`src/rtl/mem_access_arbiter.sv`:
```
// Round-robin arbiter sharing one single-port data memory between instruction
// fetch (read-only) and the load/store unit, absorbing the memory read latency.
module mem_access_arbiter #(
    parameter int ADDR_W   = 32,
    parameter int DATA_W   = 32,
    parameter int READ_LAT = 1
) (
    input  logic              clk,
    input  logic              reset,
    input  logic              if_req,
    input  logic [ADDR_W-1:0] if_addr,
    output logic [DATA_W-1:0] if_rdata,
    output logic              if_valid,
    input  logic              ls_req,
    input  logic              ls_we,
    input  logic [ADDR_W-1:0] ls_addr,
    input  logic [DATA_W-1:0] ls_wdata,
    output logic [DATA_W-1:0] ls_rdata,
    output logic              ls_valid,
    output logic              mem_read,
    output logic              mem_write,
    output logic [ADDR_W-1:0] mem_address,
    output logic [DATA_W-1:0] mem_write_data,
    input  logic [DATA_W-1:0] mem_read_data,
    output logic              busy
);

    typedef enum logic [1:0] {
        IDLE   = 2'd0,
        ACCESS = 2'd1,
        WAIT   = 2'd2,
        DONE   = 2'd3
    } state_t;

    localparam int               CNT_W    = (READ_LAT > 1) ? $clog2(READ_LAT) : 1;
    localparam logic [CNT_W-1:0] CNT_INIT = CNT_W'(READ_LAT - 1);
    localparam logic [CNT_W-1:0] CNT_ONE  = CNT_W'(1);
    localparam logic [CNT_W-1:0] CNT_ZERO = {CNT_W{1'b0}};
    localparam logic             OWN_IF   = 1'b0;
    localparam logic             OWN_LS   = 1'b1;

    state_t              state_q, state_d;
    logic                owner_q, owner_d;
    logic                last_grant_q, last_grant_d;
    logic [ADDR_W-1:0]   addr_q, addr_d;
    logic                we_q, we_d;
    logic [DATA_W-1:0]   wdata_q, wdata_d;
    logic [CNT_W-1:0]    cnt_q, cnt_d;
    logic [DATA_W-1:0]   if_rdata_q, if_rdata_d;
    logic [DATA_W-1:0]   ls_rdata_q, ls_rdata_d;
    logic                mem_read_q, mem_read_d;
    logic                mem_write_q, mem_write_d;
    logic [ADDR_W-1:0]   mem_address_q, mem_address_d;
    logic [DATA_W-1:0]   mem_wdata_q, mem_wdata_d;
    logic                if_valid_q, if_valid_d;
    logic                ls_valid_q, ls_valid_d;
    logic                busy_q, busy_d;
    logic                grant_ls_s;

    // Next-state, latched request fields and next output values.
    always_comb begin
        state_d      = state_q;
        owner_d      = owner_q;
        last_grant_d = last_grant_q;
        addr_d       = addr_q;
        we_d         = we_q;
        wdata_d      = wdata_q;
        cnt_d        = cnt_q;
        if_rdata_d   = if_rdata_q;
        ls_rdata_d   = ls_rdata_q;
        grant_ls_s   = 1'b0;

        case (state_q)
            IDLE: begin
                if (if_req || ls_req) begin
                    // On a tie the requester that did not win last time goes first.
                    grant_ls_s   = ls_req && (!if_req || (last_grant_q == OWN_IF));
                    owner_d      = grant_ls_s;
                    last_grant_d = grant_ls_s;
                    addr_d       = grant_ls_s ? ls_addr : if_addr;
                    we_d         = grant_ls_s && ls_we;
                    wdata_d      = grant_ls_s ? ls_wdata : {DATA_W{1'b0}};
                    state_d      = ACCESS;
                end else begin
                    state_d = IDLE;
                end
            end
            ACCESS: begin
                if (we_q) begin
                    state_d = DONE;
                end else begin
                    state_d = WAIT;
                    cnt_d   = CNT_INIT;
                end
            end
            WAIT: begin
                if (cnt_q == CNT_ZERO) begin
                    state_d = DONE;
                    if (owner_q == OWN_LS) begin
                        ls_rdata_d = mem_read_data;
                    end else begin
                        if_rdata_d = mem_read_data;
                    end
                end else begin
                    cnt_d = cnt_q - CNT_ONE;
                end
            end
            DONE: begin
                state_d = IDLE;
            end
            default: begin
                state_d = IDLE;
            end
        endcase

        // Outputs are registered from the next state so they line up with it.
        mem_read_d    = (state_d == ACCESS) && !we_d;
        mem_write_d   = (state_d == ACCESS) && we_d;
        mem_address_d = (state_d == ACCESS) ? addr_d : {ADDR_W{1'b0}};
        mem_wdata_d   = ((state_d == ACCESS) && we_d) ? wdata_d : {DATA_W{1'b0}};
        if_valid_d    = (state_d == DONE) && (owner_d == OWN_IF);
        ls_valid_d    = (state_d == DONE) && (owner_d == OWN_LS);
        busy_d        = (state_d != IDLE);
    end

    // State, latched request and output registers.
    always_ff @(posedge clk or posedge reset) begin
        if (reset) begin
            state_q       <= IDLE;
            owner_q       <= OWN_IF;
            last_grant_q  <= OWN_LS;
            addr_q        <= {ADDR_W{1'b0}};
            we_q          <= 1'b0;
            wdata_q       <= {DATA_W{1'b0}};
            cnt_q         <= CNT_ZERO;
            if_rdata_q    <= {DATA_W{1'b0}};
            ls_rdata_q    <= {DATA_W{1'b0}};
            mem_read_q    <= 1'b0;
            mem_write_q   <= 1'b0;
            mem_address_q <= {ADDR_W{1'b0}};
            mem_wdata_q   <= {DATA_W{1'b0}};
            if_valid_q    <= 1'b0;
            ls_valid_q    <= 1'b0;
            busy_q        <= 1'b0;
        end else begin
            state_q       <= state_d;
            owner_q       <= owner_d;
            last_grant_q  <= last_grant_d;
            addr_q        <= addr_d;
            we_q          <= we_d;
            wdata_q       <= wdata_d;
            cnt_q         <= cnt_d;
            if_rdata_q    <= if_rdata_d;
            ls_rdata_q    <= ls_rdata_d;
            mem_read_q    <= mem_read_d;
            mem_write_q   <= mem_write_d;
            mem_address_q <= mem_address_d;
            mem_wdata_q   <= mem_wdata_d;
            if_valid_q    <= if_valid_d;
            ls_valid_q    <= ls_valid_d;
            busy_q        <= busy_d;
        end
    end

    assign if_rdata       = if_rdata_q;
    assign ls_rdata       = ls_rdata_q;
    assign if_valid       = if_valid_q;
    assign ls_valid       = ls_valid_q;
    assign mem_read       = mem_read_q;
    assign mem_write      = mem_write_q;
    assign mem_address    = mem_address_q;
    assign mem_write_data = mem_wdata_q;
    assign busy           = busy_q;

endmodule

```
`config.mk`:
```
export PLATFORM = sky130hd
export DESIGN_NAME = mem_access_arbiter
export DESIGN_NICKNAME = d
export VERILOG_FILES = /design/src/rtl/mem_access_arbiter.sv
export SDC_FILE = /design/constraint.sdc
export NUM_CORES = 1
export LEC_CHECK = 0
export CAP_MARGIN = 20
export CORE_MARGIN = 2
export CORE_UTILIZATION = 50
export DETAILED_ROUTE_END_ITERATION = 10
export PLACE_DENSITY = 0.86
export SKIP_LAST_GASP = 1
export SLEW_MARGIN = 20
export SYNTH_ARGS = -nofsm -noshare
export SYNTH_HDL_FRONTEND = slang
export SYNTH_SLANG_ARGS = --single-unit
```
`constraint.sdc`:
```
create_clock -name clk -period 10.36 [get_ports clk]
set_input_delay 2.072 -clock clk [delete_from_list [all_inputs] [get_ports clk]]
set_output_delay 2.072 -clock clk [all_outputs]
set_load 0.02 [all_outputs]
```
Word level (Yosys, flattened, before mapping)

Index checks and enable logic that the tools add are counted.

Register bits: 203
Bits in latches: 0
RAM bits: 0
Bits in read-only memories: 0
Input bits: 133
Output and inout port bits: 133
Word-level logic and storage cells: 63
Memories: 0

Add/subtract/negate cells: 1
$mul: 0
Divide/modulo/power cells: 0
Magnitude comparators: 0
Eq/ne operators: 6
Shifts and indexed selects: 0
Mux-type cells: 19
Bitwise gates (word level): 4
Reduce and logical (&&, ||, !) cells: 17

Operators with widths:

| operator              | number |
|---|---|
| $mux W32              | 8 |
| $mux W1               | 8 |
| $pmux W2 S4           | 1 |
| $eq A2 B2 Y1 const B  | 3 |
| $logic_and A1 B1 Y1   | 6 |
| $reduce_and A3 Y1     | 2 |
| $eq A2 B1 Y1 const B  | 2 |
| $not A1 Y1            | 4 |
| $reduce_and A2 Y1     | 2 |
| $reduce_bool A2 Y1    | 2 |
| $logic_not A1 Y1      | 2 |
| $logic_not A2 Y1      | 1 |
| $logic_or A1 B1 Y1    | 2 |
| $mux W2               | 1 |
| $ne A2 B2 Y1 const B  | 1 |
| $pmux W1 S2           | 1 |
| $sub A1 B1 Y1 const B | 1 |

Depth between registers and ports, before layout

Depth after elaboration: 8
Mapped depth: 8
Depth with buffers taken out: 5

Worst setup path before layout

Ideal clock, no wire load.

Kind: input port to flip-flop
Start: input port ls_req
End: register mem_address_q[13], in the netlist mem_address[13]
Setup time: 0.107 ns
Data arrival time: 3.112 ns
Data required time: 10.253 ns
Setup slack: 7.141 ns
Cell stages on the path: 6
Path through: and2_1 -> buf_6 -> and2_1 -> buf_6 -> buf_6 -> a2111oi_4

Word-level cells in the longest chain between the ends: 5

RTL lines:

| item                                                      | line    | source |
|---|---|---|
| from (decl)                                               | 14      | `input logic ls_req,` |
| $logic_or A1 B1 Y1 or $logic_and A1 B1 Y1 (tied branches) | 75, 77  |  |
| $mux W1 or $mux W32 (tied branches)                       | 75, 80  |  |
| $pmux W2 S4 or $mux W32 (tied branches)                   | 73, 75  |  |
| $eq A2 B1 Y1 or $mux W32 (tied branches)                  | 119, 73 |  |
| $mux W32 (*)                                              | 119     | `mem_address_d = (state_d == ACCESS) ? addr_d : {ADDR_W{1'b0}};` |
| named net mem_address_d[13]                               | 53      | `logic [ADDR_W-1:0] mem_address_q, mem_address_d;` |
| to (signal assigned)                                      | 140     | `mem_address_q <= {ADDR_W{1'b0}};` |
| to (signal assigned)                                      | 157     | `mem_address_q <= mem_address_d;` |
| to (decl)                                                 | 53      |  |

Mark *: on every way through the listed nets, which the timed path passes. The rest lies on a longest branch.
A chain may end at the register's enable or synchronous reset.

Final worst setup path

Start: input port if_req
End: register mem_address_q[1], in the netlist mem_address[1]

Word-level cells in the longest chain between the ends: 7

RTL lines:

| item                                                | line | source |
|---|---|---|
| from (decl)                                         | 10   | `input logic if_req,` |
| branches (longest 6 deep; another with $pmux W2 S4) | n/a  |  |
| $mux W32 (*)                                        | 119  |  |
| named net mem_address_d[1]                          | 53   |  |

Mark *: on every way through the listed nets, which the timed path passes.

==> impl_metrics.json <==
{
  "root_buffer": "clkbuf_16",
  "dpl_cell_area_um2": 10930,
  "first_pass_iters": 4,
  "cts_setup_buffers": 0,
  "wl_per_cell_um": 19.04,
  "postSynthCellCount": 598,
  "relSlewSlack_pct": 26.20,
  "chipWidth_um": 131.5,
  "critPathKind": "input pin to flop",
  "gp_congestion": 0.7987,
  "fin_setup_tns_ns": 0,
  "via_count": 5867,
  "yosys_warnings": 0,
  "avgSynthCellArea_um2": 13.60,
  "p_leak_uw": 0.004983,
  "clock-skew-final_ns": 0.009666,
  "hold_viol": 0,
  "die-area_um2": 17300,
  "synth_top_area_share_pct": 61.85,
  "max-cap-violations": 0,
  "cts_buffer_depth": 3,
  "clk-insertion-delay-late_ns": 0.48,
  "clock_sinks": 202,
  "pre_cts_ws_ns": 5.761,
  "period_needed_ns": 4.177,
  "cts_tree": "yes",
  "cts_resized": 0,
  "rows": 46,
  "layout_common_cells": "clkdlybuf4s50_1 (265), dfrtp_1 (201), inv_1 (69)",
  "grt-ovfl-total": 0,
  "drtIter0Drc": 281,
  "ys_ff_latch": 202,
  "status": "finished clean",
  "grt_pass1_vias": 6057,
  "required_ns": 10.64,
  "wl_um": 20620,
  "viasPerCell": 5.417,
  "setup_ws_ns": 6.183,
  "start_kind": "input pin",
  "register_area_um2": 5056,
  "layoutNonFillerInstCount": 1083,
  "area_delta_synth_final_pct": 42.57,
  "synth.distinct_cells": 32,
  "antenna_found_initial": 1,
  "fin_nets": 990,
  "initial_core_util_pct": 51.20,
  "ctsHoldBuffers": 0,
  "p_per_area_nw_per_um2": 307.9,
  "fillers": 1060,
  "post-route-period-util_pct": 40.32,
  "cts_inserted_buffers": 21,
  "synthTopCellsByArea": "dfrtp_1 (62%), mux2_2 (8.9%), a2111oi_4 (6.8%), nor3_1 (3.9%), a32oi_1 (3.4%)",
  "setup_viol": 0,
  "slew_violations": 0,
  "core_area_um2": 15890,
  "fmax_mhz": 239.4,
  "grt_max_degree": 120,
  "worstMarginPinSlew_ns": 1.107,
  "crit_fanout": 38,
  "ios": 266,
  "port_buffers": 265,
  "h-tree-depth": 1,
  "grt_setup_unrepaired": "false",
  "dp_hpwl_um": 13910,
  "cp-end-kind": "flop",
  "place_inst": 1046,
  "remaining_drc_errors": 0,
  "stdcell_area_um2": 11590,
  "ir_worst_vdd_mv": 0.1535,
  "yosysTopAreaCell": "dfrtp_1",
  "dieHeight_um": 131.5,
  "grtUsageTotal_pct": 23.65,
  "layout_commonest_cell": "clkdlybuf4s50_1",
  "grt_first_pass_wirelength_um": 32820,
  "antenna_left": 0,
  "final_util_pct": 72.99,
  "multi_input_area_um2": 2599,
  "syn-num-nets": 735,
  "cp.arrival_ns": 4.46,
  "yosysSeqAreaShare_pct": 62.17,
  "hold_path_class": "flop to flop",
  "clkTransAtPathRegs_ns": 0.06,
  "syn_area_um2": 8133,
  "drive_gt1_share_pct": 16.74
}
==> through the flow <==
step                total power [uW]  hold WS [ns]
global route                    3765        0.4919
detailed placement              2876        0.4505
global placement                2816        0.4435
floorplan                       2274        0.4331
finish                          3570        0.4606
CTS                             3602        0.4647
==> logic make-up after synthesis <==
family | after synthesis | synth area share (%)
AND/OR/NAND/NOR | 112 | 6.492
AO/OA/AOI/OAI | 102 | 15.72
multiplexers | 64 | 8.862
flip-flops | 202 | 62.17
buffers and inverters | 114 | 6.138
adder cells (fa/ha/maj) | 4 | 0.6154
==> final timing paths <==
| kind | from | endpoint | slack [ns] | cells past startpoint |
|---|---|---|---|---|
| max in group asynchronous | reset | addr_q[5]$_DFF_PP0_ | 7.03 | 3 |
| min in group asynchronous | reset | mem_write_data[23]$_DFF_PP0_ | 2.12 | 2 |
| max | if_req | mem_address[1]$_DFF_PP0_ | 6.18 | 5 |
| min reg2reg | wdata_q[27]$_DFF_PP0_ | wdata_q[27]$_DFF_PP0_ | 0.46 | 2 |
| min | wdata_q[27]$_DFF_PP0_ | wdata_q[27]$_DFF_PP0_ | 0.46 | 2 |
| max reg2reg | state_q[0]$_DFF_PP0_ | mem_address[1]$_DFF_PP0_ | 7.62 | 6 |
==> state kept, by name, indices dropped and copies added (netlist names) <==
name and flops:
if_valid 1, mem_address 32, busy 1, mem_write 1, mem_write_data 32, addr_q 32, ls_valid 1, if_rdata 32
last_grant_q 1, wdata_q 32, state_q 2, ls_rdata 32, owner_q 1, we_q 1, mem_read 1
==> cell usage after synthesis <==
| cell type | instances |
|---|---|
| a2111oi_0 | 4 |
| a2111oi_2 | 8 |
| a2111oi_4 | 20 |
| a211o_1 | 1 |
| a211oi_1 | 32 |
| a22o_1 | 1 |
| a32oi_1 | 32 |
| a32oi_2 | 1 |
| and2_1 | 3 |
| and3_1 | 1 |
| buf_1 | 3 |
| buf_2 | 11 |
| buf_4 | 1 |
| buf_6 | 7 |
| clkbuf_1 | 21 |
| clkbuf_2 | 1 |
| dfrtp_1 | 201 |
| dfstp_2 | 1 |
| ha_1 | 4 |
| inv_1 | 70 |
| mux2_2 | 64 |
| nand2_1 | 3 |
| nand2b_1 | 1 |
| nand3_1 | 2 |
| nor2_1 | 34 |
| nor2b_1 | 2 |
| nor3_1 | 64 |
| o21a_1 | 1 |
| o21ai_1 | 1 |
| o22ai_1 | 1 |
| or2_2 | 1 |
| or3b_2 | 1 |
==> final cells by class <==
class	count	share of cell area (%)
tap	216	2.331
multi-input combinational	282	22.41
clock inverter	5	0.2158
clock buffer	31	5.460
antenna	1	0.02158
timing repair buffer	276	23.62
sequential	202	43.61
inverter	70	2.331
==> layer usage <==
metal / GRT usage (%) / wire length, um / share of wire [%] / vias up
li1: - / - / - / 2635
met1: 28.97 / 7860 / 38 / 2946
met2: 41.36 / 10600 / 51 / 238
met3: 5.054 / 1469 / 7.1 / 48
met4: 8.454 / 682 / 3.3 / 0
met5: 0 / 0 / 0 / -
==> worst max-delay path, stage by stage <==
cell and delay [ns]:
clkdlybuf4s50_1 0.49, or3b_2 0.55, nand3_4 0.45, buf_4 0.65, a2111oi_0 0.22
==> where the power goes <==
group,switching [uW],leakage [uW],internal [uW],total (uW)
clock network,290,0.000332,420,710
registers,122,0.00251,1110,1230
logic,897,0.00214,732,1630
total,1310,0.00498,2260,3570
No activity file was read; power rests on OpenSTA's default activity.
==> edit (same flow settings) <==
Set the parameter `ADDR_W` to 48 (it was 32).
--- a/src/rtl/mem_access_arbiter.sv
+++ b/src/rtl/mem_access_arbiter.sv
@@ -1,7 +1,7 @@
 // Round-robin arbiter sharing one single-port data memory between instruction
 // fetch (read-only) and the load/store unit, absorbing the memory read latency.
 module mem_access_arbiter #(
-    parameter int ADDR_W   = 32,
+    parameter int ADDR_W   = 48,
     parameter int DATA_W   = 32,
     parameter int READ_LAT = 1
 ) (
Ports: changed (resized if_addr, ls_addr and mem_address); port bits go from 266 to 314. No check against the original RTL was run, so the function may have changed too.
==> edit against the original RTL <==
- wire length increased by 21%
- non-clock buffer count increased by 47
- sequential cell count increased by 32
- first-iteration DRC count increased by 16%
- synthesized cell count increased by 21%
- sequential share of layout area decreased by 0.55 points
- power increased by 17%
- maximum frequency decreased by 2.6%
- worst hold slack improved by 1.2 ps
- via count increased by 18%
- combinational power increased by 14%
- worst setup slack got worse by 110 ps
- highest routed layer unchanged
- cell area increased by 17%
- synthesized area increased by 17%
==> edit: results (changes against the original RTL) <==
Place
  • Post-DP HPWL: 16400 um (+18%)
  • DP Area: 12770 um2 (+17%)
  • IO Port Bufs: 313 (+18%)

GRT
  • First-pass GRT wire length: 38830 um (+18%)
  • Largest net degree at the start of global routing: 116 (-3.3%)
  • Vias in the first global route: 7290 (+20%)
  • GRT Overall Usage: 0.2428 (+0.006285)

Final layout
  • Non-clk invs: 86 (+23%)
  • Multi-input gates: 346 (+23%)
  • Signal buffers: 323 (+17%)
  • Area taken by flip-flops and latches: 5857 um2 (+16%)
  • Layout cells sized above 1: 0.2027 (+0.03528)
  • Fraction of area in multi-input gates: 0.2272 (+0.003040)
  • Sequential portion of the cell area: 0.4305 (-0.005546)
  • Final net count: 1184 (+20%)

Synthesis
  • Main area contributors after synthesis: dfrtp_1 (61%), a2111oi_2 (7.5%), mux2_2 (7.3%)
  • Top post-synthesis cells by count: dfrtp_1 (233), inv_1 (86), nor3_1 (80), mux2_2 (62), nor2_1 (50)
  • Synthesized Nets: 890 (+21%)
  • Synth Area in Adders: 0.005241 (-0.0009128)
  • Sequential element share of the synthesized area: 0.6133 (-0.008354)

Clock tree
  • Clock Latency Late Sink: 510 ps (+30 ps)

Hold path
  • WHS Endpoint: wdata_q[26]

Pwr
  • Clock power share: 0.211 (+0.012)
  • Leakage power: 5.817 nW (+17%)
  • Worst vdd ir: 0.0003773 V (+150%)
  • Sequential power: 1.42 mW (+15%)
  • Switching Fraction: 0.3638 (-0.002706)

Drt
  • DRT Wirelength: 24870 um (+21%)
  • Initial DRC Count: 326 (+16%)

Critical path
  • FF-to-FF End: mem_address[47]
  • FF-to-FF setup slack: 7780 ps (+160 ps)
  • CP arrival: 4620 ps (+160 ps)
  • Crit-path max FO: 75 (+97%)

Run status
  • Status: finished, final reports clean

Timing
  • Worst-Margin Slew: 1065 ps (-42.18 ps)
edit: cell count changes after synthesis, sizes merged:
cell	delta
dfrtp	+32
a2111oi	+16
a211oi	+16
inv	+16
nor2	+16
nor3	+16
clkbuf	+7
buf	+4
edit: worst max path at each step:
stage	from	endpoint	slack (ps)
6_report	if_req	mem_address[4]	6070
2_1_floorplan	reset	addr_q[0]	1870
3_3_place_gp	if_req	addr_q[6]	5060
5_1_grt	reset	mem_write_data[3]	5780
3_5_place_dp	if_req	addr_q[2]	4970
4_1_cts	if_req	addr_q[2]	5510
edit: per-layer routing:
metal | global-route usage | vias to the layer above | share of wire
met3 | 0.04509 | 45 | 0.063
li1 | - | 3166 | -
met4 | 0.08316 | 0 | 0.030
met1 | 0.3119 | 3437 | 0.39
met2 | 0.4162 | 256 | 0.52
met5 | 0 | - | 0
edit: kinds of logic (layout without fill, tap and decap cells):
logic type               after synthesis  after routing
AO/OA/AOI/OAI                        134            134
flip-flops                           234            234
multiplexers                          64             64
other                                  0              1
adder cells (fa/ha/maj)                4              4
AND/OR/NAND/NOR                      144            144
buffers and inverters                141            451
edit: per-stage QoR:
step | hold slack (ps) | cells | util | setup WS, ps | total power [mW]
after CTS | 465.2 | 1265 | 0.7266 | 5505 | 4.190
final | 461.8 | 1266 | 0.7273 | 6071 | 4.160
after floorplan | 433.1 | 721 | - | 1872 | 2.614
after global placement | 445.6 | 1223 | 0.6827 | 5061 | 3.232
after global routing | 479.5 | 1266 | 0.7273 | 5784 | 4.383
after detailed placement | 450.7 | 1223 | 0.6827 | 4966 | 3.294
edit: worst min-delay path, stage by stage, from the launching register on:
cell and delay (ps):
dfrtp_1 320, a32oi_1 60, inv_1 50
